**config.mk**
```make
export PLATFORM = sky130hd
export DESIGN_NAME = meas_bcd_conv
export DESIGN_NICKNAME = d
export VERILOG_FILES = /design/src/rtl/meas_pkg.sv /design/src/rtl/bcd_add3.sv /design/src/rtl/meas_bcd_conv.sv
export SDC_FILE = /design/constraint.sdc
export NUM_CORES = 1
export LEC_CHECK = 0
export BUFFER_PORTS_ARGS = -buffer_cell sky130_fd_sc_hd__buf_2
export CAP_MARGIN = 40
export CORE_AREA = 2 2 117 119
export CTS_BUF_LIST = sky130_fd_sc_hd__clkbuf_8
export DETAILED_ROUTE_END_ITERATION = 6
export DIE_AREA = 0 0 119 121
export PLACE_DENSITY = 0.45
export SETUP_SLACK_MARGIN = 0.05
export SLEW_MARGIN = 25
export SYNTH_ARGS = -nofsm -noshare
export SYNTH_HDL_FRONTEND = slang
export SYNTH_SLANG_ARGS = --single-unit
export TNS_END_PERCENT = 10
```
**constraint.sdc**
```tcl
create_clock -name clk_i -period 2.2 [get_ports clk_i]
set_input_delay 0.11 -clock clk_i [delete_from_list [all_inputs] [get_ports clk_i]]
set_output_delay 0.11 -clock clk_i [all_outputs]
set_load 0.02 [all_outputs]
```
**src/rtl/meas_pkg.sv**
```systemverilog
// Shared types and defaults for the measurement readout path (dual-slope
// controller and BCD converter).
package meas_pkg;

  localparam int COUNT_WIDTH_DEF     = 32;
  localparam int DIGITS_DEF          = 6;
  localparam int RANGE_SEL_WIDTH_DEF = 2;

  typedef logic [3:0] bcd_digit_t;
  localparam bcd_digit_t BCD_NINE = 4'd9;

  typedef enum logic [1:0] {
    IDLE = 2'd0,
    CONV = 2'd1,
    HOLD = 2'd2
  } state_e;

endpackage

```
**src/rtl/bcd_add3.sv**
```systemverilog
// Per-digit double-dabble correction: digits of 5 or more get +3 before
// the shift so that doubling carries correctly into the next decade.
module bcd_add3
  import meas_pkg::*;
(
  input  bcd_digit_t i_digit,
  output bcd_digit_t o_digit
);

  assign o_digit = (i_digit >= 4'd5) ? bcd_digit_t'(i_digit + 4'd3) : i_digit;

endmodule

```
**src/rtl/meas_bcd_conv.sv**
```systemverilog
// Captures a finished integration count and converts it to packed BCD one bit
// per clock. Optional macro: MEAS_BCD_LEADING_ZERO_BLANK_EN (leading-zero mask).
//
// Handshake: valid_o stays high with stable result outputs until a cycle in
// which valid_o and ready_i are both high; the result transfers on that edge.
module meas_bcd_conv
  import meas_pkg::*;
#(
  parameter int COUNT_WIDTH     = COUNT_WIDTH_DEF,
  parameter int DIGITS          = DIGITS_DEF,
  parameter int RANGE_SEL_WIDTH = RANGE_SEL_WIDTH_DEF
) (
  input  logic                       clk_i,
  input  logic                       rst_ni,
  input  logic                       data_ready_i,
  input  logic [COUNT_WIDTH-1:0]     count_i,
  input  logic                       sign_i,
  input  logic [RANGE_SEL_WIDTH-1:0] range_i,
  input  logic                       error_i,
  input  logic                       ready_i,
  output logic                       valid_o,
  output logic                       busy_o,
  output logic [4*DIGITS-1:0]        bcd_o,
  output logic                       sign_o,
  output logic [RANGE_SEL_WIDTH-1:0] range_o,
  output logic                       overflow_o,
  output logic                       error_o,
  output logic                       drop_o,
  output logic [DIGITS-1:0]          blank_o
);

  localparam int BW   = 4 * DIGITS;
  localparam int CNTW = $clog2(COUNT_WIDTH + 1);
  localparam logic [BW-1:0] NINES = {DIGITS{BCD_NINE}};

  state_e                     r_state, w_state_next;
  logic [COUNT_WIDTH-1:0]     r_shift, w_shift_next;
  logic [BW-1:0]              r_bcd, w_bcd_next;
  logic [CNTW-1:0]            r_cnt, w_cnt_next;
  logic                       r_ovf, w_ovf_next;
  logic                       r_sign, w_sign_next;
  logic [RANGE_SEL_WIDTH-1:0] r_range, w_range_next;
  logic                       r_err, w_err_next;
  logic                       r_drop, w_drop_next;

  logic [BW-1:0] w_corr, w_shifted, w_final;
  logic          w_carry, w_ovf_any, w_last, w_accept;

  for (genvar g = 0; g < DIGITS; g++) begin : g_add3
    bcd_add3 u_add3 (
      .i_digit(r_bcd[4*g +: 4]),
      .o_digit(w_corr[4*g +: 4])
    );
  end

  // One conversion step; a 1 leaving the top digit means the value cannot fit.
  assign w_shifted = {w_corr[BW-2:0], r_shift[COUNT_WIDTH-1]};
  assign w_carry   = w_corr[BW-1];
  assign w_ovf_any = r_ovf | w_carry;
  assign w_final   = w_ovf_any ? NINES : w_shifted;
  assign w_last    = (r_cnt == CNTW'(1));
  assign w_accept  = data_ready_i && ((r_state == IDLE) || ((r_state == HOLD) && ready_i));

  always_ff @(posedge clk_i or negedge rst_ni) begin
    if (!rst_ni) r_state <= IDLE;
    else         r_state <= w_state_next;
  end

  always_comb begin
    w_state_next = r_state;
    w_shift_next = r_shift;
    w_bcd_next   = r_bcd;
    w_cnt_next   = r_cnt;
    w_ovf_next   = r_ovf;
    w_sign_next  = r_sign;
    w_range_next = r_range;
    w_err_next   = r_err;
    w_drop_next  = 1'b0;
    case (r_state)
      CONV: begin
        w_shift_next = r_shift << 1;
        w_bcd_next   = w_last ? w_final : w_shifted;
        w_ovf_next   = w_ovf_any;
        w_cnt_next   = r_cnt - CNTW'(1);
        w_drop_next  = data_ready_i;
        if (w_last) w_state_next = HOLD;
      end
      HOLD: begin
        if (ready_i) w_state_next = IDLE;
        else         w_drop_next  = data_ready_i;
      end
      default: ;
    endcase
    // New captures override the above, including back-to-back from HOLD.
    if (w_accept) begin
      w_sign_next  = sign_i;
      w_range_next = range_i;
      w_bcd_next   = '0;
      w_ovf_next   = 1'b0;
      w_err_next   = error_i;
      if (error_i) begin
        w_shift_next = '0;
        w_cnt_next   = '0;
        w_state_next = HOLD;
      end else begin
        w_shift_next = count_i;
        w_cnt_next   = CNTW'(COUNT_WIDTH);
        w_state_next = CONV;
      end
    end
  end

  always_ff @(posedge clk_i or negedge rst_ni) begin
    if (!rst_ni) begin
      r_shift <= '0;
      r_bcd   <= '0;
      r_cnt   <= '0;
      r_ovf   <= 1'b0;
      r_sign  <= 1'b0;
      r_range <= '0;
      r_err   <= 1'b0;
      r_drop  <= 1'b0;
    end else begin
      r_shift <= w_shift_next;
      r_bcd   <= w_bcd_next;
      r_cnt   <= w_cnt_next;
      r_ovf   <= w_ovf_next;
      r_sign  <= w_sign_next;
      r_range <= w_range_next;
      r_err   <= w_err_next;
      r_drop  <= w_drop_next;
    end
  end

`ifdef MEAS_BCD_LEADING_ZERO_BLANK_EN
  logic [DIGITS-1:0] r_blank, w_blank_next, w_blank_calc;

  always_comb begin : blank_calc
    logic w_hz;
    w_hz         = 1'b1;
    w_blank_calc = '0;
    for (int k = DIGITS - 1; k >= 1; k--) begin
      w_hz            = w_hz & (w_final[4*k +: 4] == 4'd0);
      w_blank_calc[k] = w_hz;
    end
    if (w_ovf_any) w_blank_calc = '0;
  end

  always_comb begin
    w_blank_next = r_blank;
    if (w_accept)                         w_blank_next = '0;
    else if ((r_state == CONV) && w_last) w_blank_next = w_blank_calc;
  end

  always_ff @(posedge clk_i or negedge rst_ni) begin
    if (!rst_ni) r_blank <= '0;
    else         r_blank <= w_blank_next;
  end

  assign blank_o = r_blank;
`else
  assign blank_o = '0;
`endif

  assign valid_o    = (r_state == HOLD);
  assign busy_o     = (r_state == CONV);
  assign bcd_o      = r_bcd;
  assign sign_o     = r_sign;
  assign range_o    = r_range;
  assign overflow_o = r_ovf;
  assign error_o    = r_err;
  assign drop_o     = r_drop;

endmodule

```
---- After elaboration in Yosys (flattened, before gate mapping) ----
Cells that the tools add are included.
cells by class
  add/sub/neg operators ................... 7
  order comparisons ....................... 6
  eq/ne operators ......................... 5
  mux-type cells .......................... 25
  bitwise logic cells ..................... 1
  reductions and logical operators ........ 7
operators by type and width
  operator             count
  $mux 24              4
  $mux 32              3
  $add 4x2->4 const B  6
  $ge 4x3->1 const B   6
  $mux 4               6
  $mux 6               3
  $mux 2               4
  $eq 6x1->1 const B   1
  $sub 6x1->6 const B  1
  $pmux 2 s2           1
  $mux 1               3
  $ne 3x1->1 const B   1
  $ne 3x2->1 const B   1
  $reduce_and 3->1     1
  $reduce_bool 3->1    1
  $eq 2x1->1 const B   1
  $eq 2x2->1 const B   1
  $logic_and 1x1->1    2
  $logic_not 2->1      1
  $pmux 1 s2           1
  $reduce_bool 2->1    1
  $logic_or 1x1->1     1
  $or 1x1->1           1
word-level totals
  flip-flop bits (word level) ............. 70
  output and inout bits ................... 38

---- Logic depth before layout (Yosys ltp) ----
  depth after elaboration ................. 7
  mapped depth ............................ 8
  mapped depth without buffers ............ 6

---- Modules after synthesis ----
A second synthesis with hierarchy kept.
second synthesis, totals
  cells, all modules ...................... 425
  area, all modules ....................... 4007.6 µm²
by module, submodules not included
  module         times used  cells each  area an instance (µm²)
  meas_bcd_conv  1           329         3399.5
  bcd_add3       6           16          101.3

---- Worst setup path before layout ----
Ideal clock, no wire load.
  path kind ............................... register to register
  start point ............................. reg r_bcd[20], in the netlist bcd_o[20]
  end point ............................... reg r_bcd[1], in the netlist bcd_o[1]
  setup time .............................. 122 ps
  arrival ................................. 1608 ps
  required time ........................... 2078 ps
  setup slack ............................. 470 ps
  cell stages (with the launch flop) ...... 8
  clock period less this slack ............ 1730 ps
  cells stage by stage .................... dfrtp_1 inv_1 ha_1 nand2b_1 nor3b_4 o21ai_4 buf_6 a32o_1
on the way
  cells in the longest elaborated chain, start to end .. 7
RTL lines
  item                                       line                  text
  from (decl)                                meas_bcd_conv.sv:38   logic [BW-1:0] r_bcd, w_bcd_next;
  from (signal assigned)                     meas_bcd_conv.sv:125  r_bcd <= w_bcd_next;
  $add 4x2->4 or $ge 4x3->1 (tied branches)  bcd_add3.sv:10        assign o_digit = (i_digit >= 4'd5) ? bcd_digit_t'(i_digit + 4'd3) : i_digit;
  $mux 4 (*)                                 bcd_add3.sv:10
  $or 1x1->1 (*)                             meas_bcd_conv.sv:59   assign w_ovf_any = r_ovf | w_carry;
  $mux 24 (*)                                meas_bcd_conv.sv:60   assign w_final = w_ovf_any ? NINES : w_shifted;
  $mux 24 (*)                                meas_bcd_conv.sv:82   w_bcd_next = w_last ? w_final : w_shifted;
  $mux 24 (*)                                meas_bcd_conv.sv:79   case (r_state)
  $mux 24 (*)                                meas_bcd_conv.sv:95   if (w_accept) begin
Every way passes the cells marked *; elsewhere a longest branch is shown, timed or not. The select of a mux whose other input is x is not followed.
A chain may end at the register's enable or synchronous reset.

---- Final worst setup path ----
  start point ............................. reg r_state[0]
  end point ............................... reg r_cnt[5]
on the way
  cells in the longest elaborated chain, start to end .. 5
RTL lines
  item                                         line                  text
  from (decl)                                  meas_bcd_conv.sv:36   state_e r_state, w_state_next;
  from (signal assigned)                       meas_bcd_conv.sv:66   else r_state <= w_state_next;
  $eq 2x2->1                                   meas_bcd_conv.sv:62   assign w_accept = data_ready_i && ((r_state == IDLE) || ((r_state == HOLD) && ready_i));
  $logic_and 1x1->1                            meas_bcd_conv.sv:62
  $logic_or 1x1->1                             meas_bcd_conv.sv:62
  $logic_and 1x1->1                            meas_bcd_conv.sv:62
  $mux 6 or $reduce_bool 2->1 (tied branches)  -
  to (signal assigned)                         meas_bcd_conv.sv:126  r_cnt <= w_cnt_next;
  to (decl)                                    meas_bcd_conv.sv:39   logic [CNTW-1:0] r_cnt, w_cnt_next;
Several ways; a longest one is shown, not always the timed one.

==> results.json <==
{
  "rsz0062_at_grt": "false",
  "antenna_found_initial": 0,
  "hold_slack_ps": 29.7,
  "cts_made_buffers": 9,
  "core-area_mm2": 0.0131,
  "p_leak_nw": 2.18,
  "area_growth_syn_to_layout_pct": 28.0,
  "utilization_pct": 37.7,
  "dieArea_mm2": 0.0144,
  "p_per_area_mw_per_mm2": 1160,
  "grt.total_usage_pct": 13.3,
  "cts_resized": 0,
  "setup_tns_ps": 0,
  "required_ps": 2410,
  "io_pins": 78,
  "synth_seq_area_share_pct": 45.5,
  "post-place-ws_ps": 271,
  "slew_viol_final": 0,
  "io_buffers": 71,
  "cts_buffer_depth": 2,
  "wl_met3_um": 451,
  "cts_sinks": 70,
  "routed_via_density": 4.70,
  "n_antenna_cell": 0,
  "dr.first_iter.drc_count": 145,
  "yosys_warnings": 0,
  "die_w_um": 119,
  "path_max_fanout": 38,
  "wl_met1_mm": 4.42,
  "place_hpwl_mm": 6.12,
  "drc": 0,
  "grt_first_pass_wirelength_mm": 15.1,
  "grt_pass1_vias": 3052,
  "htree_levels": 3,
  "hold_buffers": 36,
  "antenna_left": 0,
  "hold_viol": 0,
  "syn_area_per_cell_um2": 10.3,
  "routed-via-count": 3092,
  "hold_path_class": "in2reg",
  "fin_skew_ps": 4.42,
  "first_pass_iters": 4,
  "clk_latency_ps": 360,
  "final_cells": 658,
  "overflow": 0,
  "critPathKind": "reg2reg",
  "drt-total-wl_mm": 9.08,
  "synthCells": 373,
  "tightestPinTransition_ps": 534,
  "finalCriticalPeriod_ps": 1950,
  "relSlewSlack_pct": 64.3,
  "layout.nets": 534,
  "ir_worst_vdd_uv": 447,
  "top_layer_used": "met4",
  "dpl.cell_count": 606,
  "wl_met2_mm": 4.12,
  "fmax_mhz": 514,
  "routedWlPerCell_um": 13.8,
  "synth-seq-cells": 70,
  "status": "completed",
  "cts_setup_buffers": 0,
  "grt_max_degree": 40,
  "start_util_pct": 29.4,
  "synth_cell_types": 38,
  "setup_viol": 0,
  "maxCapViolCount": 0,
  "critPathCaptureType": "flop",
  "fp.dieH_um": 121,
  "critPathLaunchType": "flop",
  "routabilityCongestion": 0.736,
  "cts-root-buf": "clkbuf_8",
  "clk_pin_slew_ps": 80,
  "syn_area_mm2": 0.00385,
  "crit_arrival_ps": 2160,
  "cts_tree": "yes",
  "row_count": 42,
  "setup_ws_ps": 253,
  "period_share_pct": 88.5,
  "drive_above_1_share_pct": 22.2
}
-- cell usage in the layout (no fill, tap or decap), types with 2 or more instances in the layout --
cell type	instances
a32o_1	12
xor2_1	2
mux2i_1	37
clkinv_2	2
clkinvlp_4	3
a31oi_1	12
clkbuf_8	9
o21ai_0	50
nand2b_1	8
nand3b_1	32
nand3_1	7
buf_2	70
a21o_1	2
dlygate4sd3_1	36
nor3b_1	5
ha_1	16
a21oi_1	13
buf_4	10
nor2_2	2
conb_1	6
inv_1	20
dfrtp_1	70
nor2_1	7
nand2_1	24
xnor2_1	9
-- synth_stat cells, drive strengths merged --
master / instances / area [um2]
a211oi: 1 / 7.51
a21boi: 1 / 7.51
a21o: 2 / 15.0
a21oi: 13 / 65.1
a311o: 1 / 10.0
a31o: 1 / 8.76
a31oi: 12 / 75.1
a32o: 12 / 120
and2: 2 / 15.0
buf: 16 / 110
clkbuf: 13 / 48.8
conb: 1 / 3.75
dfrtp: 70 / 1750
ha: 17 / 213
inv: 19 / 71.3
mux2i: 37 / 370
nand2: 24 / 90.1
nand2b: 8 / 50.1
nand3: 7 / 35.0
nand3b: 32 / 240
nor2: 9 / 38.8
nor3: 1 / 5.00
nor3b: 6 / 56.3
nor4: 1 / 21.3
nor4b: 1 / 15.0
o211ai: 1 / 7.51
o21ai: 52 / 275
o311ai: 1 / 8.76
o41ai: 1 / 16.3
xnor2: 9 / 78.8
xor2: 2 / 17.5
-- area by class of cell --
class,instances,area [um2]
well taps,176,220
repair buffers,117,806
clock inverters,7,66.3
clock buffers,9,124
flip-flops and latches,70,1750
inverters,19,71.3
fillers,1353,8160
multi-input cells,260,1890
-- final timing paths --
| kind | startpoint | to | slack (ps) | depth (start not counted) |
|---|---|---|---|---|
| setup reg to reg | r_state[0]$_DFFE_PN0P_ | r_cnt[5]$_DFFE_PN0P_ | 250 | 7 |
| min in group asynchronous | rst_ni | bcd_o[15]$_DFFE_PN0P_ | 230 | 2 |
| hold / removal | count_i[30] | r_shift[30]$_DFFE_PN0P_ | 30 | 3 |
| hold reg to reg | sign_o$_DFFE_PN0P_ | sign_o$_DFFE_PN0P_ | 480 | 2 |
| setup / recovery | r_state[0]$_DFFE_PN0P_ | r_cnt[5]$_DFFE_PN0P_ | 250 | 7 |
| max in group asynchronous | rst_ni | bcd_o[7]$_DFFE_PN0P_ | 1380 | 3 |
-- logic make-up (layout without fill, tap and decap cells) --
| logic type | after synthesis | after routing | synth area share (%) |
|---|---|---|---|
| AOI/OAI and AO/OA | 98 | 98 | 16.0 |
| xor gates and xnor gates | 11 | 11 | 2.50 |
| muxes | 37 | 37 | 9.62 |
| DFF | 70 | 70 | 45.5 |
| other | 1 | 6 | 0.0974 |
| and+or+nand+nor | 91 | 91 | 14.7 |
| adders and majority gates | 17 | 17 | 5.53 |
| buffers and inverters | 48 | 152 | 5.98 |
-- per-stage QoR --
step / area (um2) / total power [mW]
finish: 4930 / 5.70
CTS: 4930 / 5.80
global route: 4930 / 6.21
detailed placement: 4380 / 4.68
floorplan: 3870 / 3.98
global placement: 4380 / 4.62
-- power by group --
group	leakage, nW	internal [mW]	switching, mW
clock network	0.0924	0.515	0.518
logic	1.16	1.06	1.41
registers	0.927	1.78	0.413
total	2.18	3.35	2.35
-- critical path, cell delays in order, from the launching register on --
cell	delay, ps
dfrtp_1	400
inv_1	100
ha_1	220
a21o_1	160
and2_4	250
buf_4	350
nand2_1	150
a21boi_0	160
-- routing by layer --
| metal | vias up | track usage [%] |
|---|---|---|
| met3 | 5 | 4.56 |
| met2 | 84 | 21.0 |
| met4 | 0 | 2.90 |
| li1 | 1523 | - |
| met5 | - | 0 |
| met1 | 1480 | 17.6 |
-- registers in the layout, summed over array words and instances, names as in the netlist --
name        flops
range_o         2
r_state         2
drop_o          1
r_shift        32
sign_o          1
r_cnt           6
error_o         1
bcd_o          24
overflow_o      1
(Power assumes the default switching activity.)
